===== config.mk =====
export PLATFORM = sky130hd
export DESIGN_NAME = assert_fail_sequencer
export DESIGN_NICKNAME = d
export VERILOG_FILES = /design/src/rtl/assert_fail_sequencer.sv
export SDC_FILE = /design/constraint.sdc
export NUM_CORES = 1
export LEC_CHECK = 0
export CORE_UTILIZATION = 51
export DETAILED_ROUTE_END_ITERATION = 7
export PLACE_DENSITY = 0.8
export SLEW_MARGIN = 0
export SYNTH_ARGS = -nofsm -noshare
export SYNTH_HDL_FRONTEND = slang
export SYNTH_SLANG_ARGS = --single-unit
export TNS_END_PERCENT = 100

===== constraint.sdc =====
create_clock -name clock_i -period 3.6 [get_ports clock_i]
set_input_delay 0.54 -clock clock_i [delete_from_list [all_inputs] [get_ports clock_i]]
set_output_delay 0.54 -clock clock_i [all_outputs]
set_load 0.1 [all_outputs]

===== src/rtl/assert_fail_sequencer.sv =====
// Collects assertion-monitor failures from NREQ sources, reports them one at a time
// round-robin, keeps sticky flags and a saturating count, and raises a delayed fatal stop.
module assert_fail_sequencer #(
    parameter int NREQ       = 4,
    parameter int ID_W       = 8,
    parameter int CNT_W      = 16,
    parameter int STOP_DELAY = 8
) (
    input  logic                     clock_i,
    input  logic                     reset_i,
    input  logic                     enable_i,
    input  logic [NREQ-1:0]          fail_valid_i,
    input  logic [NREQ*ID_W-1:0]     fail_id_i,
    input  logic                     clear_i,
    input  logic                     report_ready_i,
    output logic                     report_valid_o,
    output logic [$clog2(NREQ)-1:0]  report_src_o,
    output logic [ID_W-1:0]          report_id_o,
    output logic [NREQ-1:0]          sticky_o,
    output logic [CNT_W-1:0]         fail_count_o,
    output logic                     stop_o
);

    localparam int SRC_W = $clog2(NREQ);
    localparam int SUM_W = CNT_W + 5;
    localparam logic [7:0] DELAY_INIT = 8'(STOP_DELAY - 1);
    localparam logic [SUM_W-1:0] CNT_MAX = SUM_W'({CNT_W{1'b1}});

    typedef enum logic [1:0] {
        ST_RUN   = 2'd0,
        ST_ARMED = 2'd1,
        ST_HALT  = 2'd2
    } stop_state_e;

    function automatic logic [SUM_W-1:0] popcount(input logic [NREQ-1:0] v);
        logic [SUM_W-1:0] n;
        n = '0;
        for (int i = 0; i < NREQ; i++) begin
            n = n + SUM_W'(v[i]);
        end
        return n;
    endfunction

    logic [NREQ-1:0]  accept_s;
    logic             load_s;
    logic             grant_found_s;
    logic [SRC_W-1:0] grant_idx_s;
    logic [SUM_W-1:0] sum_s;

    logic [NREQ-1:0]  pend_q, pend_d;
    logic [ID_W-1:0]  pid_q [NREQ];
    logic [ID_W-1:0]  pid_d [NREQ];
    logic             rv_q, rv_d;
    logic [SRC_W-1:0] src_q, src_d;
    logic [ID_W-1:0]  id_q, id_d;
    logic [SRC_W-1:0] last_q, last_d;
    logic [NREQ-1:0]  sticky_q, sticky_d;
    logic [CNT_W-1:0] count_q, count_d;
    stop_state_e      state_q, state_d;
    logic [7:0]       dly_q, dly_d;
    logic             stop_q, stop_d;

    assign accept_s = fail_valid_i & {NREQ{enable_i}};
    assign load_s   = !rv_q || report_ready_i;
    assign sum_s    = SUM_W'(count_q) + popcount(accept_s);

    // Round-robin pick: first pending source after the last granted one.
    always_comb begin
        logic             hit;
        logic [SRC_W-1:0] cand;
        grant_found_s = 1'b0;
        grant_idx_s   = '0;
        for (int k = 1; k <= NREQ; k++) begin
            cand          = SRC_W'((int'(last_q) + k) % NREQ);
            hit           = pend_q[cand] & ~grant_found_s;
            grant_idx_s   = hit ? cand : grant_idx_s;
            grant_found_s = grant_found_s | hit;
        end
    end

    // Pending slots, output register, sticky flags and failure counter.
    always_comb begin
        pend_d = pend_q;
        pid_d  = pid_q;
        rv_d   = rv_q;
        src_d  = src_q;
        id_d   = id_q;
        last_d = last_q;
        if (load_s) begin
            rv_d = grant_found_s;
            if (grant_found_s) begin
                src_d               = grant_idx_s;
                id_d                = pid_q[grant_idx_s];
                last_d              = grant_idx_s;
                pend_d[grant_idx_s] = 1'b0;
            end else begin
                src_d = src_q;
            end
        end else begin
            rv_d = rv_q;
        end
        // A new failure re-arms its slot even on the edge it is granted.
        for (int i = 0; i < NREQ; i++) begin
            if (accept_s[i]) begin
                pend_d[i] = 1'b1;
                pid_d[i]  = fail_id_i[i*ID_W +: ID_W];
            end else begin
                pid_d[i] = pid_d[i];
            end
        end
        if (clear_i) begin
            sticky_d = '0;
            count_d  = '0;
        end else begin
            sticky_d = sticky_q | accept_s;
            count_d  = (sum_s > CNT_MAX) ? CNT_MAX[CNT_W-1:0] : sum_s[CNT_W-1:0];
        end
    end

    // Stop sequencing: arm on first failure, count down, then halt until reset.
    always_comb begin
        state_d = state_q;
        dly_d   = dly_q;
        case (state_q)
            ST_RUN: begin
                if (|accept_s) begin
                    state_d = ST_ARMED;
                    dly_d   = DELAY_INIT;
                end else begin
                    state_d = ST_RUN;
                end
            end
            ST_ARMED: begin
                if (dly_q == 8'd0) begin
                    state_d = ST_HALT;
                end else begin
                    dly_d = dly_q - 8'd1;
                end
            end
            ST_HALT: state_d = ST_HALT;
            default: state_d = ST_RUN;
        endcase
        stop_d = (state_d == ST_HALT);
    end

    // State registers with synchronous reset.
    always_ff @(posedge clock_i) begin
        if (reset_i) begin
            pend_q   <= '0;
            for (int i = 0; i < NREQ; i++) begin
                pid_q[i] <= '0;
            end
            rv_q     <= 1'b0;
            src_q    <= '0;
            id_q     <= '0;
            last_q   <= SRC_W'(NREQ - 1);
            sticky_q <= '0;
            count_q  <= '0;
            state_q  <= ST_RUN;
            dly_q    <= 8'd0;
            stop_q   <= 1'b0;
        end else begin
            pend_q   <= pend_d;
            pid_q    <= pid_d;
            rv_q     <= rv_d;
            src_q    <= src_d;
            id_q     <= id_d;
            last_q   <= last_d;
            sticky_q <= sticky_d;
            count_q  <= count_d;
            state_q  <= state_d;
            dly_q    <= dly_d;
            stop_q   <= stop_d;
        end
    end

    assign report_valid_o = rv_q;
    assign report_src_o   = src_q;
    assign report_id_o    = id_q;
    assign sticky_o       = sticky_q;
    assign fail_count_o   = count_q;
    assign stop_o         = stop_q;

endmodule

# Word level (Yosys, flattened, before mapping)
# Cells that the tools add are included.
# totals
latch_bits,0
ff_bits,80
romBits,0
output_inout_bits,32
mem_count,0
ramBits,0
in_bits,41
# op_classes
shift,0
eq_ne,5
magnitude_cmp,8
div_mod_pow,0
multipliers,0
add_sub_neg,9
n_bitwise,14
n_reduce_logical,22
muxes,30
# op_table
operator,count
$mux 8,4
$reduce_bool 2->1,9
$add 16x4->17,1
$gt 17x16->1 const B,1
$bmux 8 s2,1
$mux 16,1
$pmux 8 s2,1
$lt 2x3->1 const B,5
$mux 1,10
$mux 2,5
$reduce_and 2->1,5
$and 4x4->4,2
$bmux 1 s2,4
$logic_not 8->1,1
$mux 4,2
$sub 8x1->8 const B,1
$pmux 2 s3,1
$add 2x1->2 const B,2
$add 2x2->2 const B,2
$add 3x1->4,1
$eq 2x2->1 const B,2
$ne 2x2->1 const B,2
$not 4->4,1
$or 4x4->4,1
other kinds (17),23

# Logic depth before layout (Yosys ltp)
# Gate-level depths: netlist of the first run.
# depth
ltp_word,21
ltp_mapped,12
mapped_depth_nobuf,12

# Worst setup path after synthesis of the first run
# Ideal clock, no wire load.
# synth_timing
path_kind,register to register
from,register count_q[0] (netlist: fail_count_o[0])
to,register count_q[14] (netlist: fail_count_o[14])
stages_incl_launch_ff,12
slack_ns,0.451
arrival_ns,3.021
n_path_buf,0
setup_time_ns,0.128
cell_sequence,dfxtp_1 -> xnor2_1 -> ha_1 -> inv_1 -> fa_1 -> inv_1 -> fa_1 -> and2_1 -> nand4bb_1 -> or4b_1 -> o21ai_1 -> nor2_1
# synth_between
elab_chain_len,3
# synth_rtl
element,line_no,text
start: declaration,58,"logic [CNT_W-1:0] count_q, count_d;"
start signal: assignment,170,count_q <= count_d;
$add 16x4->17 *,65,assign sum_s = SUM_W'(count_q) + popcount(accept_s);
$gt 17x16->1,116,count_d = (sum_s > CNT_MAX) ? CNT_MAX[CNT_W-1:0] : sum_s[CNT_W-1:0];
$mux 16 *,116,
# Every way passes the cells marked *; elsewhere a longest branch is shown, timed or not.
# A chain may end at the register's enable or synchronous reset.

# Worst setup path in the final report of the first run
# layout_timing
from,input enable_i
to,register count_q[14] (netlist: fail_count_o[14])
# layout_between
elab_chain_len,7
# layout_rtl
element,line_no,text
start: declaration,11,"input logic enable_i,"
$and 4x4->4 *,63,assign accept_s = fail_valid_i & {NREQ{enable_i}};
$add 1x1->2,39,n = n + SUM_W'(v[i]);
$add 2x1->3,39,
$add 3x1->4 *,39,
$add 16x4->17 *,65,
$gt 17x16->1,116,
$mux 16 *,116,
# Marked as above.

==> results of run 1 <==
-- state kept, by name, summed over array words and instances (netlist names) --
name            count
sticky_o            4
report_valid_o      1
state_q             2
fail_count_o       16
stop_o              1
pend_q              4
last_q              2
report_src_o        2
report_id_o         8
pid_q              32
dly_q               8
-- kinds of logic after synthesis --
group                      after synthesis  share of synthesized area
adders and majority gates                5                     0.0222
xor gates and xnor gates                15                     0.0376
muxes                                   20                     0.0717
and+or+nand+nor                        157                      0.211
buffers and inverters                   29                     0.0369
AOI/OAI and AO/OA                       89                      0.161
DFF                                     80                      0.459
-- worst max-delay path: stages --
cell             delay (ns)
clkdlybuf4s50_1        0.56
nand2_1                0.11
xnor2_1                0.14
ha_1                   0.27
inv_1                  0.04
fa_1                   0.39
inv_1                  0.08
fa_1                   0.22
and2_1                 0.18
nand4bb_1              0.16
or4b_1                 0.50
o21ai_1                0.11
nor2_1                 0.05
-- layout by cell type (no fill, tap or decap), types with 2 or more instances in the layout --
master,instances
a2111oi_0,4
a211oi_1,6
a21oi_1,51
a221o_1,8
a31oi_1,2
and2_1,5
and3_1,2
buf_4,8
clkbuf_1,2
clkbuf_8,10
clkdlybuf4s50_1,71
clkinv_2,4
dfxtp_1,80
fa_1,2
ha_1,3
inv_1,9
inv_2,3
mux2_2,7
mux2_4,8
mux2i_1,4
nand2_1,79
nand2b_1,3
nand3_1,3
nand3b_1,2
nor2_1,30
nor2b_1,3
nor3_1,3
nor3_2,2
nor3b_1,8
nor4_1,3
o21ai_0,3
o21ai_1,2
o31ai_1,4
or2_1,3
or3_1,4
or4_1,2
xnor2_1,11
xor2_1,4
-- final timing paths --
path                         from                to  slack, ns  cells after the start
hold reg to reg         pid_q[13]         pid_q[13]       0.45                      2
hold / removal          pid_q[13]         pid_q[13]       0.45                      2
setup / recovery         enable_i  fail_count_o[14]       0.45                     13
setup reg to reg  fail_count_o[0]  fail_count_o[14]       1.00                     11
-- layer usage --
layer | vias to the layer above | track usage | routed length, um
li1 | 1520 | - | -
met1 | 1436 | 0.301 | 3620
met2 | 91 | 0.399 | 3970
met3 | 11 | 0.0718 | 562
met4 | 0 | 0.0663 | 112
met5 | - | 0 | 0
-- power by group through the flow --
stage	logic, mW	clock network, mW	registers [mW]
6_report	0.488	0.573	0.995
5_1_grt	0.528	0.620	1.00
4_1_cts	0.489	0.580	0.994
3_5_place_dp	0.485	0	1.01
3_3_place_gp	0.475	0	1.01
2_1_floorplan	0.264	0	1.10
-- area by class of cell --
class	count	area share
Sequential cell	80	0.360
Clock inverter	4	0.00450
Tap cell	77	0.0217
Clock buffer	12	0.0327
Inverter	12	0.0101
Multi-Input combinational cell	286	0.396
Timing Repair Buffer	80	0.175
-- through the flow --
stage	instances	total power [mW]
CTS	551	2.06
global placement	535	1.49
floorplan	395	1.37
detailed placement	535	1.50
global route	551	2.15
finish	551	2.06
==> results.yml, run 1 <==
synth:
  syn_area_um2: 3490
  yosys_most_used_dff: "dfxtp_1"
  yosys-top-cells-count: "80 x dfxtp_1, 79 x nand2_1, 51 x a21oi_1"
  synth-warning-count: 0
  synth_edf_count: 0
  synth_most_common_cell: "dfxtp_1"
  synthTopCellsByArea: "dfxtp_1 46%, nand2_1 8.5%, a21oi_1 7.3%, mux2_4 3.4%, nor2_1 3.2%"
  synth-async-reset-ratio: 0
  netlist.top_cell.by_area: "dfxtp_1"
  ys_seq_elements: 80
  syn_nets: 441
  synth.avg_cell_area_um2: 8.84
  synth_top_area_share: 0.459
  synth_cells: 395
  ys_types: 53
  synth.yosys.seq_area_share: 0.459
final_layout:
  multi_input_area_um2: 1760
  final_nets: 515
  drive_gt1_frac: 0.0992
  utilization: 0.684
  area_growth_pct: 27.3
  seqCellArea_um2: 1600
  fillers: 533
  fin_area_um2: 4440
  n_antenna_cell: 0
grt:
  antenna_found_initial: 0
  grt_pass1_wl_um: 13500
  grt_pass1_vias: 2914
  track_usage: 0.239
  grt_max_degree: 36
  grt.overflow.total: 0
clock_tree:
  cts.sinks: 80
  cts_buffers: 9
  cts_tree: "done"
  root_buffer: "clkbuf_8"
  clk_pin_slew_worst_paths_ns: 0.07
  cts_setup_buffers: 0
  cts.repair.resized: 0
  cts-htree-levels: 3
  clock_latency_ns: 0.35
  holdBufCountCts: 0
  cts_buffer_depth: 2
worst_setup_path:
  crit_required_ns: 3.80
  start_kind: "input pin"
  path_max_fanout: 6
  critical_path_class: "in -> reg"
  cp-end-kind: "flip-flop"
  cp.arrival_ns: 3.35
timing:
  layout_setup_ws_ns: 0.455
  fin_crit_sh: 0.874
  slew_violations: 0
  worst_pin_slew_ns: 1.03
  setup_viol: 0
  grt_setup_unrepaired: "false"
  skew_ns: 0.0107
  hold_violations: 0
  setup_tns_ns: 0
  hold_ws_ns: 0.454
  fmax_mhz: 318
  min_period_ns: 3.15
  slew_headroom: 0.314
detailed_routing:
  viasPerCell: 5.55
  num_vias: 3058
  drtIter0Drc: 150
  finalWirelength_um: 8260
  wl_per_cell_um: 15.0
  ant_nets: 0
  firstDrtPassIters: 6
  drcViolationCount: 4
floorplanning:
  die_h_um: 84.7
  core_area_um2: 6490
  dieArea_um2: 7180
  rows: 29
  fp.dieW_um: 84.7
  boundaryPins: 73
  start_util: 0.537
pwr:
  p_comb_frac: 0.237
  power.internal_mw: 1.40
  pwr-share-seq: 0.484
  p_leak_nw: 1.64
  peakVddDrop_mv: 0.264
  power_switching_mw: 0.654
  switching_share: 0.318
  power_density_nw_per_um2: 463
  clockPowerShare: 0.279
job:
  max-cap-violations: 0
hold_path:
  min_path_type: "reg -> reg"
placement:
  hpwl_um: 5780
  place_area_um2: 4280
  dp_worst_setup_slack_ns: 0.114
  numPortBuffers: 72
  gp_congestion: 0.813
outcome:
  violations: "DRC"
  status: "finished with violations"
Note: power is estimated with default switching activity, not from simulation.
==> run 2, diff against run 1 <==
--- a/config.mk
+++ b/config.mk
@@ -6,6 +6,7 @@
 export NUM_CORES = 1
 export LEC_CHECK = 0
 export CORE_UTILIZATION = 51
+export CTS_CLUSTER_DIAMETER = 50
 export DETAILED_ROUTE_END_ITERATION = 7
 export PLACE_DENSITY = 0.8
 export SLEW_MARGIN = 0
==> results of run 2 <==
No change in the layout: final DEF, timing and power equal those of run 1.
==> run 3, diff against run 2 <==
--- a/config.mk
+++ b/config.mk
@@ -8,7 +8,7 @@
 export CORE_UTILIZATION = 51
 export CTS_CLUSTER_DIAMETER = 50
 export DETAILED_ROUTE_END_ITERATION = 7
-export PLACE_DENSITY = 0.8
+export PLACE_DENSITY = 0.78
 export SLEW_MARGIN = 0
 export SYNTH_ARGS = -nofsm -noshare
 export SYNTH_HDL_FRONTEND = slang
==> constraint.sdc (replaced) <==
create_clock -name clock_i -period 3.6 [get_ports clock_i]
set_input_delay 0.54 -clock clock_i [delete_from_list [all_inputs] [get_ports clock_i]]
set_output_delay 0.54 -clock clock_i [all_outputs]
set_load 0.02 [all_outputs]
==> run 3 against run 2 <==
The run still ends with DRC left. Flip-flop and latch count unchanged. Count of clock-buffer cells in the layout shrank 1. Sequential share of layout area shrank 0.57 points. Combinational power is 18% lower. Critical path depth is the same. Clock skew is 0.0016 ns lower. Total power rose by 5.8%. Worst setup slack better by 0.080 ns. Die area stayed put. Wire length shrank 0.77%. First-iteration DRC count down 25%. Largest cell class unchanged.
==> results.yml, run 3 (synthesis results as in run 1) <==
timing:
  worst_pin_slew_ns: 0.911
  min_period_ns: 3.07
  setup_viol: 0
  setup_tns_ns: 0
  fmax_mhz: 326
  slew_headroom: 0.393
  grt_setup_unrepaired: "false"
  hold_violations: 0
  slew_violations: 0
  skew_ns: 0.00914
  fin_crit_sh: 0.852
clock_tree:
  clk_pin_slew_worst_paths_ns: 0.08
  cts.sinks: 80
  cts_tree: "done"
  root_buffer: "clkbuf_8"
  cts-htree-levels: 3
  cts_setup_buffers: 0
  cts_buffers: 9
  holdBufCountCts: 0
  cts_buffer_depth: 2
  clock_latency_ns: 0.35
  cts.repair.resized: 0
grt:
  antenna_found_initial: 0
  grt_max_degree: 41
  grt_pass1_vias: 2852
  track_usage: 0.241
  grt.overflow.total: 0
  grt_pass1_wl_um: 13500
detailed_routing:
  drtIter0Drc: 113
  drcViolationCount: 4
  viasPerCell: 5.37
  finalWirelength_um: 8200
  num_vias: 2959
  ant_nets: 0
  firstDrtPassIters: 6
  wl_per_cell_um: 14.9
floorplanning:
  core_area_um2: 6490
  die_h_um: 84.7
  fp.dieW_um: 84.7
  dieArea_um2: 7180
  boundaryPins: 73
  start_util: 0.537
  rows: 29
worst_setup_path:
  cp-end-kind: "flip-flop"
  timing.critical_path.buf_inv: 3
  cp.arrival_ns: 3.28
  crit_required_ns: 3.82
  slowest_stage: "clkdlybuf4s50_1"
  cp_top_family: "simple AND/OR/NAND/NOR gates"
  slowest_delay_ns: 0.54
  crit_chain: "clkdlybuf4s50_1, nand2_1, xnor2_1, ha_1, inv_1, fa_1, inv_1, fa_1, and2_1, nand4bb_1, or4b_1, o21ai_1, nor2_1"
  critical_path_class: "in -> reg"
  start_kind: "input pin"
  path_max_fanout: 6
placement:
  numPortBuffers: 72
  hpwl_um: 5710
  dp_cells: 535
  gp_congestion: 0.824
pwr:
  power.internal_mw: 1.60
  pwr-share-seq: 0.458
  p_leak_nw: 1.66
  p_comb_frac: 0.184
  power_density_nw_per_um2: 482
  power_switching_mw: 0.577
  switching_share: 0.265
  clockPowerShare: 0.359
  power.total_mw: 2.18
  peakVddDrop_mv: 0.240
outcome:
  status: "finished with violations"
  violations: "DRC"
final_layout:
  drive_gt1_frac: 0.0992
  layout.cells.non_filler: 551
  final_cell_mix: "80 x dfxtp_1, 79 x nand2_1, 71 x clkdlybuf4s50_1, 51 x a21oi_1, 30 x nor2_1"
  max_flop_register: "pid_q"
  n_antenna_cell: 0
  final_common_cell: "dfxtp_1"
  final_nets: 515
  largest_reg_flops: 32
  area_growth_pct: 29.4
job:
  max-cap-violations: 0
hold_path:
  min_path_type: "reg -> reg"
==> run 3: cell types whose count changed in the layout (fill, tap and decap cells not counted) <==
cell,before,now
bufinv_16,0,3
clkinv_2,4,0
clkbuf_8,10,9
clkinvlp_4,0,2
==> run 3: layout make-up <==
| type | count | area [um^2] |
|---|---|---|
| clock buffers | 11 | 131 |
| clock inverters | 5 | 105 |
| multi-input cells | 286 | 1760 |
| flip-flops and latches | 80 | 1600 |
| well taps | 77 | 96.3 |
| inverters | 12 | 45.0 |
| fillers | 530 | 1980 |
| repair buffers | 80 | 776 |
==> run 3: tightest hold or removal path: cells and delay by family (launching register included) <==
family | cells | cell delay (ns)
AO/OA/AOI/OAI | 1 | 0.05
flip-flops | 1 | 0.31
AND/OR/NAND/NOR | 1 | 0.05
==> run 3: power by group through the flow <==
stage          Clock (mW)  Sequential [mW]  Combinational (mW)
2_1_floorplan           0             1.02               0.264
3_3_place_gp            0             1.01               0.389
3_5_place_dp            0             1.01               0.398
4_1_cts             0.793            0.994               0.401
5_1_grt             0.834             1.00               0.445
6_report            0.780            0.995               0.400
==> run 3: path summary, 6_finish.rpt <==
kind              slack (ns)             from  cells past startpoint                to
setup reg to reg        1.03  fail_count_o[0]                     11  fail_count_o[14]
setup / recovery        0.53         enable_i                     13  fail_count_o[14]
hold / removal          0.45        pid_q[30]                      2         pid_q[30]
hold reg to reg         0.45        pid_q[30]                      2         pid_q[30]
==> run 3: layer usage <==
layer	vias to the layer above	GRT usage	wire length (um)
li1	1517	-	-
met1	1363	0.311	3710
met2	71	0.398	4000
met3	8	0.0580	409
met4	0	0.0817	76
met5	-	0	0
==> run 3: metrics by stage <==
stage                     instance area (um^2)  setup slack [ns]  hold slack (ns)   util
after global routing                      4520             0.388            0.477  0.695
after CTS                                 4520             0.544            0.456  0.695
after global placement                    4280             0.290            0.439  0.659
after floorplan                           3490             0.746            0.432      -
final                                     4520             0.534            0.454  0.695
after detailed placement                  4280             0.171            0.444  0.659
